===== src/rtl/hpd_monitor.sv =====
// DisplayPort HPD monitor: synchronises and debounces the sink's hot-plug line,
// separates IRQ_HPD low pulses from unplugs, and keeps sticky event status.
module hpd_monitor #(
    parameter int CLKMHZ     = 100,
    parameter int PLUG_US    = 2000,
    parameter int IRQ_MIN_US = 250,
    parameter int IRQ_MAX_US = 2000
) (
    input  logic        clk,
    input  logic        resetn,
    input  logic        hpd_in,
    output logic        connected,
    output logic        plug_pulse,
    output logic        unplug_pulse,
    output logic        irq_pulse,
    output logic [2:0]  sts,
    input  logic [2:0]  stsclr,
    output logic [15:0] lowlen
);

    if (IRQ_MIN_US > IRQ_MAX_US || IRQ_MAX_US >= 65535 || PLUG_US >= 65535) begin : g_param_err
        $error("hpd_monitor: illegal timing parameters");
    end

    localparam int PW = (CLKMHZ > 1) ? $clog2(CLKMHZ) : 1;
    localparam logic [PW-1:0] PRE_MAX     = PW'(CLKMHZ - 1);
    localparam logic [15:0]   PLUG_CNT    = 16'(PLUG_US);
    localparam logic [15:0]   IRQ_MIN_CNT = 16'(IRQ_MIN_US);
    localparam logic [15:0]   UNPLUG_CNT  = 16'(IRQ_MAX_US + 1);

    localparam logic [1:0] ST_DISC     = 2'd0;
    localparam logic [1:0] ST_PLUGWAIT = 2'd1;
    localparam logic [1:0] ST_CONN     = 2'd2;
    localparam logic [1:0] ST_LOW      = 2'd3;

    logic          sync1_q, hpd_s_q;
    logic [1:0]    state_q, state_d;
    logic [PW-1:0] pre_q, pre_d;
    logic [15:0]   cnt_q, cnt_d, cnt_n;
    logic          connected_q, connected_d;
    logic          plug_q, plug_d;
    logic          unplug_q, unplug_d;
    logic          irq_q, irq_d;
    logic [2:0]    sts_q, sts_d;
    logic [15:0]   lowlen_q, lowlen_d;
    logic          tick, enter;

    always_comb begin
        tick        = (pre_q == PRE_MAX);
        // Decisions use the count including this cycle's tick, so a threshold
        // is acted on at the same edge the counter reaches it.
        cnt_n       = (tick && cnt_q != 16'hFFFF) ? cnt_q + 16'd1 : cnt_q;
        state_d     = state_q;
        pre_d       = tick ? '0 : pre_q + PW'(1);
        cnt_d       = cnt_n;
        connected_d = connected_q;
        plug_d      = 1'b0;
        unplug_d    = 1'b0;
        irq_d       = 1'b0;
        lowlen_d    = lowlen_q;
        enter       = 1'b0;

        case (state_q)
            ST_DISC: begin
                if (hpd_s_q) begin
                    state_d = ST_PLUGWAIT;
                    enter   = 1'b1;
                end
            end
            ST_PLUGWAIT: begin
                if (!hpd_s_q) begin
                    state_d = ST_DISC;
                    enter   = 1'b1;
                end else if (cnt_n >= PLUG_CNT) begin
                    state_d     = ST_CONN;
                    connected_d = 1'b1;
                    plug_d      = 1'b1;
                    enter       = 1'b1;
                end
            end
            ST_CONN: begin
                if (!hpd_s_q) begin
                    state_d = ST_LOW;
                    enter   = 1'b1;
                end
            end
            default: begin
                // Timeout checked first: a rise on the very edge of expiry is an unplug.
                if (cnt_n >= UNPLUG_CNT) begin
                    state_d     = ST_DISC;
                    connected_d = 1'b0;
                    unplug_d    = 1'b1;
                    lowlen_d    = UNPLUG_CNT;
                    enter       = 1'b1;
                end else if (hpd_s_q) begin
                    state_d = ST_CONN;
                    enter   = 1'b1;
                    if (cnt_n >= IRQ_MIN_CNT) begin
                        irq_d    = 1'b1;
                        lowlen_d = cnt_n;
                    end
                end
            end
        endcase

        if (enter) begin
            pre_d = '0;
            cnt_d = '0;
        end

        // Sets come from the registered strobes, so a clear landing in the same
        // cycle as a visible pulse still leaves the bit set.
        sts_d = (sts_q & ~stsclr) | {irq_q, unplug_q, plug_q};
    end

    always_ff @(posedge clk or negedge resetn) begin
        if (!resetn) begin
            sync1_q     <= 1'b0;
            hpd_s_q     <= 1'b0;
            state_q     <= ST_DISC;
            pre_q       <= '0;
            cnt_q       <= '0;
            connected_q <= 1'b0;
            plug_q      <= 1'b0;
            unplug_q    <= 1'b0;
            irq_q       <= 1'b0;
            sts_q       <= '0;
            lowlen_q    <= '0;
        end else begin
            sync1_q     <= hpd_in;
            hpd_s_q     <= sync1_q;
            state_q     <= state_d;
            pre_q       <= pre_d;
            cnt_q       <= cnt_d;
            connected_q <= connected_d;
            plug_q      <= plug_d;
            unplug_q    <= unplug_d;
            irq_q       <= irq_d;
            sts_q       <= sts_d;
            lowlen_q    <= lowlen_d;
        end
    end

    assign connected    = connected_q;
    assign plug_pulse   = plug_q;
    assign unplug_pulse = unplug_q;
    assign irq_pulse    = irq_q;
    assign sts          = sts_q;
    assign lowlen       = lowlen_q;

endmodule


===== config.mk =====
export PLATFORM = sky130hd
export DESIGN_NAME = hpd_monitor
export DESIGN_NICKNAME = d
export VERILOG_FILES = /design/src/rtl/hpd_monitor.sv
export SDC_FILE = /design/constraint.sdc
export NUM_CORES = 1
export LEC_CHECK = 0
export CAP_MARGIN = 20
export CELL_PAD_IN_SITES_DETAIL_PLACEMENT = 1
export CELL_PAD_IN_SITES_GLOBAL_PLACEMENT = 1
export CORE_ASPECT_RATIO = 1.5
export CORE_UTILIZATION = 30
export DETAILED_ROUTE_END_ITERATION = 10
export GPL_TIMING_DRIVEN = 0
export PLACE_DENSITY_LB_ADDON = 0.25
export SYNTH_ARGS = -nofsm -noshare
export SYNTH_HDL_FRONTEND = slang
export SYNTH_SLANG_ARGS = --single-unit

===== constraint.sdc =====
create_clock -name clk -period 3.4 [get_ports clk]
set_input_delay 0.51 -clock clk [delete_from_list [all_inputs] [get_ports clk]]
set_output_delay 0.51 -clock clk [all_outputs]
set_load 0.005 [all_outputs]

==> impl.org <==
** Critical path
- Worst EP required :: 3.56 ns
- Crit path launch type :: flop
- Startpoint of the worst register-to-register path :: pre_q[4]
- Arrival time at the worst endpoint :: 3.45 ns
- CP delay by family, top :: simple AND/OR/NAND/NOR gates
- Critical path endpoint :: cnt_q[11]
- Start point of the critical path :: pre_q[4]
- Worst R2R End :: cnt_q[11]
- The critical path runs through a total of 10 cells.
- Length in cells of the worst reg-to-reg path :: 10
- The slowest stage of the critical path is the sky130_fd_sc_hd__or4b_4 cell.
- Endpoint kind of the worst setup timing path :: flop
- Longest individual stage delay on the worst path :: 0.60 ns
- The setup path with the least slack is of type reg2reg.
- The critical path goes through or4b_4, or3_4, nor3_4, mux2i_4, a2111oi_4, a311oi_2, a211oi_4, buf_4, buf_4, nor2_1.
- Of all nets on the critical path, the largest fanout is 10.
- Most used cell, CP :: sky130_fd_sc_hd__buf_4
- The critical path contains buffers and inverters numbering 2 combined.
- Setup slack on the worst reg-to-reg path comes out at 0.11 ns.

** Floorplan
- Row generation in the floorplan step produced approximately 40 rows.
- Area of the die :: approximately 9000 um2
- From left edge to right edge, the die measures 77.8 um.
- Initial Utilization :: 0.309
- Boundary Pins :: 29
- The core region is ~8400 um2.
- The floorplan step set the die height to 116 um.

** Logic synthesis
- Synth cell types :: 54
- In this run, synthesis inferred 0 flip-flops with an integrated enable.
- Of the total synthesized cell area, the portion taken by XOR and XNOR cells is 0.0712.
- In this run the mean area of a mapped cell was 10.3 um2.
- Synthesized net count :: 262
- Synthesis handed over a netlist of 250 instances.
- Summed instance area of the synthesized netlist :: 2580 um2
- Top cell type's share of synthesized area :: 0.484
- Combinational family with the most area after synthesis :: simple AND/OR/NAND/NOR gates
- The commonest cells after synthesis are 50 x sky130_fd_sc_hd__dfrtp_1, 26 x sky130_fd_sc_hd__nor2_1, 15 x sky130_fd_sc_hd__nand2_1.
- The synthesized design spends more area on one cell type than any other, namely sky130_fd_sc_hd__dfrtp_1.
- Among all cell types in the netlist, the one instantiated most often is sky130_fd_sc_hd__dfrtp_1.
- Of the total synthesized cell area, the portion taken by full adders, half adders and majority gates is 0.0291.
- Leading register cell type out of synthesis :: sky130_fd_sc_hd__dfrtp_1
- Top area cells in the synthesized netlist :: sky130_fd_sc_hd__dfrtp_1 48%, sky130_fd_sc_hd__xnor2_1 4.4%, sky130_fd_sc_hd__nor2_1 3.8%
- Seq/Total Area, Yosys :: 0.484
- Post-synthesis simple-gate area fraction :: 0.192
- Yosys printed 0 warnings.
- Fraction of the mapped netlist area in compound gates :: 0.156
- Of the post-synthesis cell area, the part taken by muxes is 0.0281.
- Async SR Flop Fraction :: 1.00
- Synthesis inferred 50 register bits.

** Finish
- Ant. Diodes :: 0
- Number of non-filler instances in the completed layout :: 399
- For this run, the share of the core covered by cells in the final layout is 0.399.
- In the final layout, the share of cells above drive strength 1 is 0.182.
- At the end of the flow, the number of nets in the layout was 303.
- The area growth from synthesis to layout is 29.2%.
- Cell area after layout :: 3340 um2

** CTS
- Buffers inserted to repair hold after CTS numbered 0.
- The later pin in the worst-skew pair is clocked with a latency of 0.30 ns.
- Clock Sinks :: 50
- TritonCTS clock tree :: built
- Buffer levels on the longest clock path :: 2
- The clock tree synthesis step divided the H-tree into 2 levels.
- CTS root buf :: sky130_fd_sc_hd__clkbuf_16
- Clock-pin slew on the worst setup and hold paths :: 0.07 ns
- TritonCTS Buffers :: 5

** Outcome
- The run finished with clean final reports.

** Drt
- The detailed router placed 2008 vias in this run.
- After detailed routing, the average wire length per cell comes to 15.9 um.
- Met1 layer wirelength in the final routing :: about 2.6 mm
- Once detail routing completed, the nets flagged for antenna violations numbered 0.
- Wire length on met3 :: 157 um
- Router iterations before antenna repair :: 4
- The detailed router used layers up to and including met4.
- In the detailed route, the total length drawn on met2 is approximately 3.4 mm.
- Number of design rule violations left after detail routing :: 0
- Aggregate routed wire length :: 6.34 mm
- The detailed router finished its first iteration with just over 90 violations.
- In the routed layout, each cell is associated on average with a via count of 5.03.

** Timing
- The routed design could run at a clock period as short as 3.29 ns.
- Max Transition Viols Final :: 0
- Final number of setup-violating endpoints :: 0
- Setup slack closes at ~0.11 ns.
- Setup repair after global routing missed its margin :: true
- Highest clock frequency the design can meet :: 304 MHz
- Slew of the pin with the lowest slew margin :: 0.838 ns
- Hold WS :: between 0.1 and 0.15 ns
- Crit share post-route :: 0.966
- Worst clock skew on the final layout :: 0.00457 ns
- In this run the tightest slew margin relative to its limit is 0.427.
- Final hold vios :: 0

** Placement
- Number of cells after detailed placement :: 386
- Quantity of I/O buffers inserted on ports :: 28
- At the end of routability-driven placement, the weighted congestion stood at between 0.7 and 0.8.
- In this run the cell area measured after placement is approximately 3000 um2.
- Placement Setup Slack :: -0.327 ns
- The HPWL after detailed placement is 4.66 mm.

** Job
- Maximum capacitance violations :: 0

** Worst hold path
- The tightest min-delay check is of the in2async type.

** Power
- Power spread over the standard cell area amounts to 498 nW/um2.
- Worst-case vdd ir drop :: 0.496 mV
- Leak :: 1.48 nW

** GRT
- For this run the aggregate overflow at the end of global routing stands at 0.
- The number of antenna violations at the first check in global routing is 0.
- Global-route wire length before repair :: ~11 mm
- GR Util All Layers :: 0.154
- Entering global routing, the biggest net connects 37 pins.
- The via count of the first global-routing pass came to about 2100.
[power breakdown]
part           internal [mW]  switching [mW]
registers              0.627          0.0305
logic                  0.180           0.242
clock network          0.349           0.232
total                   1.16           0.505
[routing by layer]
layer	GRT usage	vias to the layer above
met5	0	-
met4	0.0767	0
met3	0.0252	9
met2	0.284	25
met1	0.169	1016
li1	-	958
[cell usage in the layout (no fill, tap or decap), drive strengths merged, types with 8 or more instances in the layout]
cell / n
clkbuf: 9
dfrtp: 50
xnor2: 13
inv: 13
clkdlybuf4s50: 27
nor3: 11
nand2: 15
buf: 13
xor2: 8
nand3: 13
nor2: 26
[registers in the layout, indices dropped and copies added (netlist names), 2 cells and up]
name and count:
cnt_q 16, lowlen 16, pre_q 7, sts 3, state_q 2
[worst reg2reg max path, delay by kind of cell (launching register included)]
| family | cells | cell delay [ns] |
|---|---|---|
| and+or+nand+nor | 4 | 1.31 |
| DFF | 1 | 0.41 |
| muxes | 1 | 0.13 |
| AOI/OAI and AO/OA | 3 | 0.94 |
| buffers and inverters | 2 | 0.37 |
[stage by stage]
step / power (mW) / setup TNS [ns]
after floorplan: 0.930 / 0
after global placement: 1.04 / -8.68
after detailed placement: 1.04 / -8.88
after CTS: 1.69 / 0
after global routing: 1.75 / -0.0314
final: 1.66 / 0
[timing repair]
action | in CTS | in global routing
buffers inserted | 5 | 1
pin swaps | 6 | 3
gates resized for setup | 12 | 13
cloned | 0 | 0
endpoints found under the setup margin | 38 | 34
[worst min-delay path by stage]
stage	startpoint	to	slack [ns]	cells past startpoint
after floorplan	resetn	cnt_q[0]	0.21	0
after global placement	sync1_q	hpd_s_q	0.33	0
after detailed placement	sync1_q	hpd_s_q	0.34	0
after CTS	resetn	lowlen[13]	0.12	1
after global routing	resetn	lowlen[13]	0.14	1
final	resetn	lowlen[13]	0.12	1
[final cells by class]
| type | count | area, um2 |
|---|---|---|
| multi-input cells | 177 | 1340 |
| plain buffers | 9 | 55.1 |
| inverters | 13 | 50.0 |
| repair buffers | 35 | 340 |
| flip-flops and latches | 50 | 1250 |
| fillers | 918 | 5020 |
| clock inverters | 3 | 43.8 |
| well taps | 107 | 134 |
| clock buffers | 5 | 125 |
[kinds of logic (layout without fill, tap and decap cells)]
group | after synthesis | after routing
AOI/OAI and AO/OA | 48 | 48
muxes | 7 | 7
buffers and inverters | 23 | 65
xor gates and xnor gates | 21 | 21
DFF | 50 | 50
and+or+nand+nor | 95 | 95
adders and majority gates | 6 | 6
Note: power is estimated with default switching activity, not from simulation.
